--- config.mk ---
export PLATFORM = sky130hd
export DESIGN_NAME = vga_rx_monitor
export DESIGN_NICKNAME = d
export VERILOG_FILES = /design/src/rtl/vga_timing_pkg.sv /design/src/rtl/sync_edge_detect.sv /design/src/rtl/vga_rx_monitor.sv
export SDC_FILE = /design/constraint.sdc
export NUM_CORES = 1
export LEC_CHECK = 0
export CAP_MARGIN = 20
export CORE_ASPECT_RATIO = 0.6
export CORE_UTILIZATION = 48
export CTS_CLUSTER_SIZE = 16
export DETAILED_ROUTE_END_ITERATION = 8
export PLACE_DENSITY = 0.76
export SKIP_CTS_REPAIR_TIMING = 1
export SLEW_MARGIN = 15
export SYNTH_ARGS = -nofsm -noshare
export SYNTH_HDL_FRONTEND = slang
export SYNTH_HIERARCHICAL = 1
export SYNTH_SLANG_ARGS = --single-unit
--- constraint.sdc ---
create_clock -name clk -period 4.7 [get_ports clk]
set_input_delay 0.94 -clock clk [delete_from_list [all_inputs] [get_ports clk]]
set_output_delay 0.94 -clock clk [all_outputs]
set_load 0.01 [all_outputs]
--- src/rtl/vga_timing_pkg.sv ---
// VGA 640x480 timing constants and monitor types.
// Shared by the loopback receiver and its edge detectors.
package vga_timing_pkg;

  localparam int H_VIS   = 640;
  localparam int H_FP    = 16;
  localparam int H_SYNC  = 96;
  localparam int H_BP    = 48;
  localparam int V_VIS   = 480;
  localparam int V_FP    = 10;
  localparam int V_SYNC  = 2;
  localparam int V_BP    = 33;

  localparam int H_TOTAL = H_VIS + H_FP + H_SYNC + H_BP;
  localparam int V_TOTAL = V_VIS + V_FP + V_SYNC + V_BP;
  localparam int H_START = H_SYNC + H_BP;
  localparam int V_START = V_SYNC + V_BP;

  localparam int ERR_HSW   = 0;
  localparam int ERR_LINE  = 1;
  localparam int ERR_FRAME = 2;

  typedef enum logic [1:0] {
    SEARCH,
    ACQUIRE,
    LOCKED
  } mon_state_e;

  typedef enum logic [1:0] {
    EDGE_NONE,
    EDGE_START,
    EDGE_END
  } sync_edge_e;

endpackage

--- src/rtl/sync_edge_detect.sv ---
// Sync polarity normalisation with start/end strobes,
// evaluated only on pixel-enable samples.
module sync_edge_detect
  import vga_timing_pkg::*;
#(
  parameter bit ACTIVE_LOW = 1'b1
) (
  input  logic       clk,
  input  logic       reset,
  input  logic       pix_en,
  input  logic       sync_in,
  output sync_edge_e ev
);

  logic level;
  logic prev;

  assign level = sync_in ^ ACTIVE_LOW;

  always_ff @(posedge clk) begin
    if (reset)
      prev <= 1'b0;
    else if (pix_en)
      prev <= level;
  end

  always_comb begin
    ev = EDGE_NONE;
    if (pix_en && level && !prev)
      ev = EDGE_START;
    else if (pix_en && !level && prev)
      ev = EDGE_END;
  end

endmodule

--- src/rtl/vga_rx_monitor.sv ---
// VGA loopback monitor: recovers coordinates from sync,
// checks timing, sums visible pixels and captures a probe.
module vga_rx_monitor #(
  parameter int H_VIS  = vga_timing_pkg::H_VIS,
  parameter int H_FP   = vga_timing_pkg::H_FP,
  parameter int H_SYNC = vga_timing_pkg::H_SYNC,
  parameter int H_BP   = vga_timing_pkg::H_BP,
  parameter int V_VIS  = vga_timing_pkg::V_VIS,
  parameter int V_FP   = vga_timing_pkg::V_FP,
  parameter int V_SYNC = vga_timing_pkg::V_SYNC,
  parameter int V_BP   = vga_timing_pkg::V_BP,
  parameter bit SYNC_ACTIVE_LOW = 1'b1
) (
  input  logic        clk,
  input  logic        reset,
  input  logic        pix_en,
  input  logic        HS,
  input  logic        VS,
  input  logic [11:0] vgaRGB,
  input  logic [9:0]  probe_x,
  input  logic [9:0]  probe_y,
  output logic [9:0]  rx_x,
  output logic [9:0]  rx_y,
  output logic [11:0] rx_rgb,
  output logic        rx_valid,
  output logic        locked,
  output logic        frame_done,
  output logic [23:0] frame_checksum,
  output logic        frame_ok,
  output logic [2:0]  err_flags,
  output logic [7:0]  err_count,
  output logic [11:0] probe_rgb,
  output logic        probe_hit
);
  import vga_timing_pkg::*;

  localparam int H_TOT = H_VIS + H_FP + H_SYNC + H_BP;
  localparam int V_TOT = V_VIS + V_FP + V_SYNC + V_BP;
  localparam int H_ST  = H_SYNC + H_BP;
  localparam int V_ST  = V_SYNC + V_BP;

  localparam logic [9:0]  H_LAST = 10'(H_TOT - 1);
  localparam logic [9:0]  H_SW   = 10'(H_SYNC - 1);
  localparam logic [9:0]  H_LO   = 10'(H_ST);
  localparam logic [9:0]  H_HI   = 10'(H_ST + H_VIS);
  localparam logic [9:0]  V_LO   = 10'(V_ST);
  localparam logic [9:0]  V_HI   = 10'(V_ST + V_VIS);
  localparam logic [10:0] V_LEN  = 11'(V_TOT);

  sync_edge_e hs_ev;
  sync_edge_e vs_ev;

  sync_edge_detect #(.ACTIVE_LOW(SYNC_ACTIVE_LOW)) u_hs (
    .clk     (clk),
    .reset   (reset),
    .pix_en  (pix_en),
    .sync_in (HS),
    .ev      (hs_ev)
  );

  sync_edge_detect #(.ACTIVE_LOW(SYNC_ACTIVE_LOW)) u_vs (
    .clk     (clk),
    .reset   (reset),
    .pix_en  (pix_en),
    .sync_in (VS),
    .ev      (vs_ev)
  );

  mon_state_e  state;
  logic [9:0]  h_cnt;
  logic [9:0]  v_cnt;
  logic [23:0] acc;
  logic        first_line;

  logic        hs_start;
  logic        hs_end;
  logic        vs_start;
  logic        active;
  logic        vis;
  logic        hit;
  logic [9:0]  h_nxt;
  logic [9:0]  v_nxt;
  logic [9:0]  vx;
  logic [9:0]  vy;
  logic        line_err;
  logic        hsw_err;
  logic        frame_err;
  logic        any_err;
  logic        frame_end;

  always_comb begin
    hs_start = (hs_ev == EDGE_START);
    hs_end   = (hs_ev == EDGE_END);
    vs_start = (vs_ev == EDGE_START);
    active   = (state != SEARCH);
    h_nxt    = hs_start ? 10'd0 : h_cnt + 10'd1;
    v_nxt    = vs_start ? 10'd0 :
               hs_start ? v_cnt + 10'd1 : v_cnt;
    vx       = h_nxt - H_LO;
    vy       = v_nxt - V_LO;
    vis      = pix_en && active &&
               h_nxt >= H_LO && h_nxt < H_HI &&
               v_nxt >= V_LO && v_nxt < V_HI;
    hit      = vis && vx == probe_x && vy == probe_y;
    // A line running past H_TOT without HS is caught at once.
    line_err = active &&
               ((hs_start && h_cnt != H_LAST &&
                 !(state == ACQUIRE && first_line)) ||
                (pix_en && !hs_start && h_cnt == H_LAST));
    hsw_err  = active && hs_end && h_cnt != H_SW;
    frame_err = active && vs_start &&
                ({1'b0, v_cnt} + {10'd0, hs_start}) != V_LEN;
    any_err   = line_err || hsw_err || frame_err;
    frame_end = active && vs_start && !any_err;
  end

  assign locked = (state == LOCKED);

  always_ff @(posedge clk) begin
    if (reset) begin
      state          <= SEARCH;
      h_cnt          <= '0;
      v_cnt          <= '0;
      acc            <= '0;
      first_line     <= 1'b0;
      rx_x           <= '0;
      rx_y           <= '0;
      rx_rgb         <= '0;
      rx_valid       <= 1'b0;
      frame_done     <= 1'b0;
      frame_checksum <= '0;
      frame_ok       <= 1'b0;
      err_flags      <= '0;
      err_count      <= '0;
      probe_rgb      <= '0;
      probe_hit      <= 1'b0;
    end else begin
      rx_valid   <= vis;
      probe_hit  <= hit;
      frame_done <= frame_end;
      if (vis) begin
        rx_x   <= vx;
        rx_y   <= vy;
        rx_rgb <= vgaRGB;
      end
      if (hit)
        probe_rgb <= vgaRGB;
      if (pix_en) begin
        h_cnt <= h_nxt;
        v_cnt <= v_nxt;
        if (vs_start)
          first_line <= 1'b1;
        else if (hs_start)
          first_line <= 1'b0;
      end
      if (any_err) begin
        state    <= SEARCH;
        acc      <= '0;
        frame_ok <= 1'b0;
        err_flags[ERR_HSW]   <= err_flags[ERR_HSW] | hsw_err;
        err_flags[ERR_LINE]  <= err_flags[ERR_LINE] | line_err;
        err_flags[ERR_FRAME] <= err_flags[ERR_FRAME] | frame_err;
        if (err_count != 8'hFF)
          err_count <= err_count + 8'd1;
      end else if (vs_start) begin
        acc <= '0;
        if (state == SEARCH) begin
          state <= ACQUIRE;
        end else begin
          state          <= LOCKED;
          frame_checksum <= acc;
          frame_ok       <= 1'b1;
        end
      end else if (vis) begin
        acc <= acc + {12'd0, vgaRGB};
      end
    end
  end

endmodule
==> impl_results.html <==
<table>
<tr><th>Metric</th><th>Value</th></tr>
<tr><th colspan="2">Route</th></tr>
<tr><td>DRT met1 WL</td><td>9660 µm</td></tr>
<tr><td>Number of nets still failing antenna checks after routing</td><td>0</td></tr>
<tr><td>Routed via count divided by cell count</td><td>5.57</td></tr>
<tr><td>Number of iterations in the first detailed-routing pass</td><td>5</td></tr>
<tr><td>Met3 wirelength from detailed routing</td><td>1830 µm</td></tr>
<tr><td>Count of routing violations after the opening detailed-route iteration</td><td>507</td></tr>
<tr><td>Topmost layer with routed signal wires</td><td>met4</td></tr>
<tr><td>Wire length per cell after detailed routing</td><td>17.1 µm</td></tr>
<tr><td>Routed via count</td><td>6,227</td></tr>
<tr><td>Met2 wirelength from detailed routing</td><td>around 7500 µm</td></tr>
<tr><td>Wire length reported by the detailed router</td><td>roughly 19,000 µm</td></tr>
<tr><td>DRC violation count after routing</td><td>0</td></tr>
<tr><th colspan="2">Yosys</th></tr>
<tr><td>Proportion of synthesized flip-flops having asynchronous set or reset</td><td>0%</td></tr>
<tr><td>Most repeated cell in the gate-level netlist after synthesis</td><td>sky130_fd_sc_hd__nor2_1</td></tr>
<tr><td>FF+latch count, synth</td><td>132</td></tr>
<tr><td>Number of warning messages in the yosys log</td><td>6</td></tr>
<tr><td>Synth Net Count</td><td>854</td></tr>
<tr><td>Post-synthesis sequential area ratio</td><td>37.8%</td></tr>
<tr><td>Area share of the largest cell type after synthesis</td><td>37.8%</td></tr>
<tr><td>Most used standard cells in the synthesized netlist</td><td>sky130_fd_sc_hd__nor2_1, sky130_fd_sc_hd__dfxtp_1, sky130_fd_sc_hd__mux2i_1</td></tr>
<tr><td>Predominant post-synthesis flop cell</td><td>sky130_fd_sc_hd__dfxtp_1</td></tr>
<tr><td>Cell count after synthesis</td><td>796</td></tr>
<tr><td>Main area contributors after synthesis</td><td>sky130_fd_sc_hd__dfxtp_1, sky130_fd_sc_hd__mux2i_1, sky130_fd_sc_hd__nor2_1, sky130_fd_sc_hd__xnor2_1, sky130_fd_sc_hd__ha_1</td></tr>
<tr><td>Dominant cell type by area after synthesis</td><td>sky130_fd_sc_hd__dfxtp_1</td></tr>
<tr><td>Post-Syn Area</td><td>between 6000 and 7000 µm²</td></tr>
<tr><td>EDFF count, synth</td><td>0</td></tr>
<tr><td>Mean cell area of the mapped netlist</td><td>slightly below 9 µm²</td></tr>
<tr><td>Yosys cell types</td><td>71</td></tr>
<tr><th colspan="2">Finish</th></tr>
<tr><td>Diodes inserted</td><td>0</td></tr>
<tr><td>Share of final-layout standard cells stronger than drive strength 1</td><td>9.72%</td></tr>
<tr><td>Share of the core filled with cells in the final layout</td><td>65.4%</td></tr>
<tr><td>Area grow syn2layout</td><td>30.1%</td></tr>
<tr><td>Number of nets in the layout</td><td>971</td></tr>
<tr><th colspan="2">Place</th></tr>
<tr><td>Final GP Congestion</td><td>0.885</td></tr>
<tr><td>Final HPWL from detailed placement</td><td>approximately 13,000 µm</td></tr>
<tr><td># port buffers</td><td>120</td></tr>
<tr><td>Dpl ws</td><td>approximately 0.023 ns</td></tr>
<tr><th colspan="2">Timing</th></tr>
<tr><td>Count of final hold-check violations</td><td>0</td></tr>
<tr><td>Maximum operating frequency</td><td>between 200 and 250 MHz</td></tr>
<tr><td>Final setup skew</td><td>0.0145 ns</td></tr>
<tr><td>Tightest slew margin relative to the limit</td><td>48.7%</td></tr>
<tr><td>Post-route worst setup slack</td><td>about 0.35 ns</td></tr>
<tr><td>Period Utilization, post-route</td><td>between 90 and 100%</td></tr>
<tr><td>Final total negative setup slack</td><td>0 ns</td></tr>
<tr><td>Pins over their slew limit</td><td>0</td></tr>
<tr><td>Setup violations, final</td><td>0</td></tr>
<tr><td>Setup repair after global routing missed its margin</td><td>no</td></tr>
<tr><td>Crit path time final</td><td>4.35 ns</td></tr>
<tr><td>Slew of the pin with the lowest slew margin</td><td>0.769 ns</td></tr>
<tr><th colspan="2">GRT</th></tr>
<tr><td>Pin count of the biggest net entering global routing</td><td>71</td></tr>
<tr><td>Wire length of the first global-routing pass</td><td>roughly 30,000 µm</td></tr>
<tr><td>Global-route total usage across every layer</td><td>26.1%</td></tr>
<tr><td>Antenna violations before repair</td><td>0</td></tr>
<tr><td>Vias in the first global route</td><td>about 5,600</td></tr>
<tr><td>Total grt overflow</td><td>0</td></tr>
<tr><th colspan="2">Status</th></tr>
<tr><td>Outcome</td><td>complete, no violations</td></tr>
<tr><th colspan="2">Pwr</th></tr>
<tr><td>Power density over cell area</td><td>310 nW/µm²</td></tr>
<tr><td>Maximum resistive drop on vdd</td><td>~0.00022 V</td></tr>
<tr><td>Power, Total</td><td>0.00282 W</td></tr>
<tr><td>Leak Pwr</td><td>between 3 and 4 nW</td></tr>
<tr><th colspan="2">Critical path</th></tr>
<tr><td>R2R setup slack</td><td>0.68 ns</td></tr>
<tr><td>Worst setup path class</td><td>primary input to flop</td></tr>
<tr><td>Crit start category</td><td>primary input</td></tr>
<tr><td>Critical path arrival</td><td>4.70 ns</td></tr>
<tr><td>Critical path data required time</td><td>a little over 5 ns</td></tr>
<tr><td>Biggest fanout along the worst timing path</td><td>12</td></tr>
<tr><td>Nature of the critical path endpoint</td><td>flop</td></tr>
<tr><th colspan="2">Clock tree</th></tr>
<tr><td>Buffer levels on the longest clock path</td><td>2</td></tr>
<tr><td>Clock tree from TritonCTS</td><td>done</td></tr>
<tr><td>Clock buffers created by TritonCTS</td><td>17</td></tr>
<tr><td>Sink Count</td><td>132</td></tr>
<tr><td>Clock input transition at the sequential cells of the worst setup and hold paths</td><td>0.06 ns</td></tr>
<tr><td>Buffer type at the clock tree root</td><td>sky130_fd_sc_hd__clkbuf_16</td></tr>
<tr><td>Later-pin clock latency in the skew report</td><td>~0.43 ns</td></tr>
<tr><td>CTS H-tree lvls</td><td>4</td></tr>
<tr><th colspan="2">Floorplanning</th></tr>
<tr><td>Top-level port count</td><td>around 120</td></tr>
<tr><td>Die area</td><td>around 15,000 µm²</td></tr>
<tr><td>Die H</td><td>95.5 µm</td></tr>
<tr><td>Die W</td><td>158 µm</td></tr>
<tr><td>Floorplan row count</td><td>33</td></tr>
<tr><td>Total core area</td><td>13,900 µm²</td></tr>
<tr><td>Starting density of the core</td><td>50.3%</td></tr>
<tr><th colspan="2">Flow run</th></tr>
<tr><td>Max-cap viol count</td><td>0</td></tr>
<tr><th colspan="2">Worst hold path</th></tr>
<tr><td>Worst hold path type</td><td>flop to flop</td></tr>
</table>
cell usage in the layout, fill, tap and decap left out, types with 4 or more instances in the layout:
cell / instances
sky130_fd_sc_hd__buf_4: 26
sky130_fd_sc_hd__nor2b_1: 11
sky130_fd_sc_hd__xnor3_1: 5
sky130_fd_sc_hd__ha_1: 20
sky130_fd_sc_hd__clkdlybuf4s50_1: 119
sky130_fd_sc_hd__nand3b_1: 5
sky130_fd_sc_hd__dfxtp_1: 132
sky130_fd_sc_hd__nor4_1: 5
sky130_fd_sc_hd__nand3_1: 19
sky130_fd_sc_hd__and3_1: 5
sky130_fd_sc_hd__o21ai_0: 17
sky130_fd_sc_hd__bufinv_16: 5
sky130_fd_sc_hd__nor2_1: 142
sky130_fd_sc_hd__o31ai_1: 19
sky130_fd_sc_hd__a21oi_1: 41
sky130_fd_sc_hd__and2_1: 7
sky130_fd_sc_hd__mux2i_1: 68
sky130_fd_sc_hd__xnor2_1: 37
sky130_fd_sc_hd__a211oi_1: 12
sky130_fd_sc_hd__o21a_1: 6
sky130_fd_sc_hd__nand4_1: 23
sky130_fd_sc_hd__or3_1: 6
sky130_fd_sc_hd__nand2_1: 31
sky130_fd_sc_hd__a31oi_1: 4
sky130_fd_sc_hd__inv_1: 21
sky130_fd_sc_hd__clkbuf_16: 17
sky130_fd_sc_hd__or2_2: 5
sky130_fd_sc_hd__nor3_1: 17
sky130_fd_sc_hd__a31o_2: 4
sky130_fd_sc_hd__xor2_1: 20
sky130_fd_sc_hd__or4_1: 5
state kept, by name (all words and copies together) (netlist names), 2 cells and up:
register,flops
frame_checksum,24
rx_rgb,12
h_cnt,10
rx_y,10
err_count,8
err_flags,3
rx_x,10
probe_rgb,12
acc,24
v_cnt,10
state,2
metal layers:
layer  up-vias  global-route usage, %
li1       3058                      -
met1      2920                   38.8
met4         0                   5.34
met3        13                   8.50
met2       236                   35.9
met5         -                      0
worst max-delay path, cell delays in order:
cell	delay (ns)
sky130_fd_sc_hd__clkdlybuf4s50_1	0.49
sky130_fd_sc_hd__and3_2	0.24
sky130_fd_sc_hd__nand2b_2	0.18
sky130_fd_sc_hd__inv_2	0.08
sky130_fd_sc_hd__mux2_2	0.35
sky130_fd_sc_hd__and2_1	0.16
sky130_fd_sc_hd__ha_1	0.23
sky130_fd_sc_hd__a221oi_1	0.35
sky130_fd_sc_hd__o221ai_1	0.23
sky130_fd_sc_hd__xnor2_1	0.34
sky130_fd_sc_hd__xnor2_1	0.21
sky130_fd_sc_hd__and4_1	0.52
sky130_fd_sc_hd__nand4_1	0.18
sky130_fd_sc_hd__a21oi_1	0.19
where the power goes:
| group | leakage, nW | switching [W] | internal, W |
|---|---|---|---|
| sequential | 1.06 | 0.00000663 | 0.00112 |
| combinational | 1.84 | 0.0000992 | 0.0000786 |
| clock | 0.319 | 0.000545 | 0.000964 |
| total | 3.22 | 0.000650 | 0.00217 |
kinds of logic after synthesis:
family,share of synthesized area [%]
AND/OR/NAND/NOR,22.7
XOR/XNOR,9.09
AO/OA/AOI/OAI,11.8
buffers and inverters,4.60
adder cells (fa/ha/maj),3.86
flip-flops,37.8
multiplexers,10.1
cell type report:
| cell class | count | area (µm²) |
|---|---|---|
| fill | 1189 | 4820 |
| multi-input combinational | 593 | 4040 |
| sequential | 132 | 2640 |
| timing repair buffer | 147 | 1430 |
| clock buffer | 18 | 439 |
| tap | 192 | 240 |
| clock inverter | 14 | 225 |
| inverter | 22 | 82.6 |
stage by stage:
step | instances | area [µm²] | hold slack (ns)
finish | 1118 | 9100 | 0.470
global route | 1118 | 9100 | 0.480
CTS | 1118 | 9100 | 0.474
detailed placement | 1086 | 8430 | 0.460
global placement | 1086 | 8430 | 0.454
floorplan | 796 | 7000 | 0.450
worst paths after layout:
kind	start	end	depth (start not counted)
setup / recovery	pix_en	probe_rgb[3]	14
hold / removal	err_flags[1]	err_flags[1]	2
setup reg to reg	h_cnt[0]	acc[13]	17
hold reg to reg	err_flags[1]	err_flags[1]	2
No activity file was read; power rests on OpenSTA's default activity.
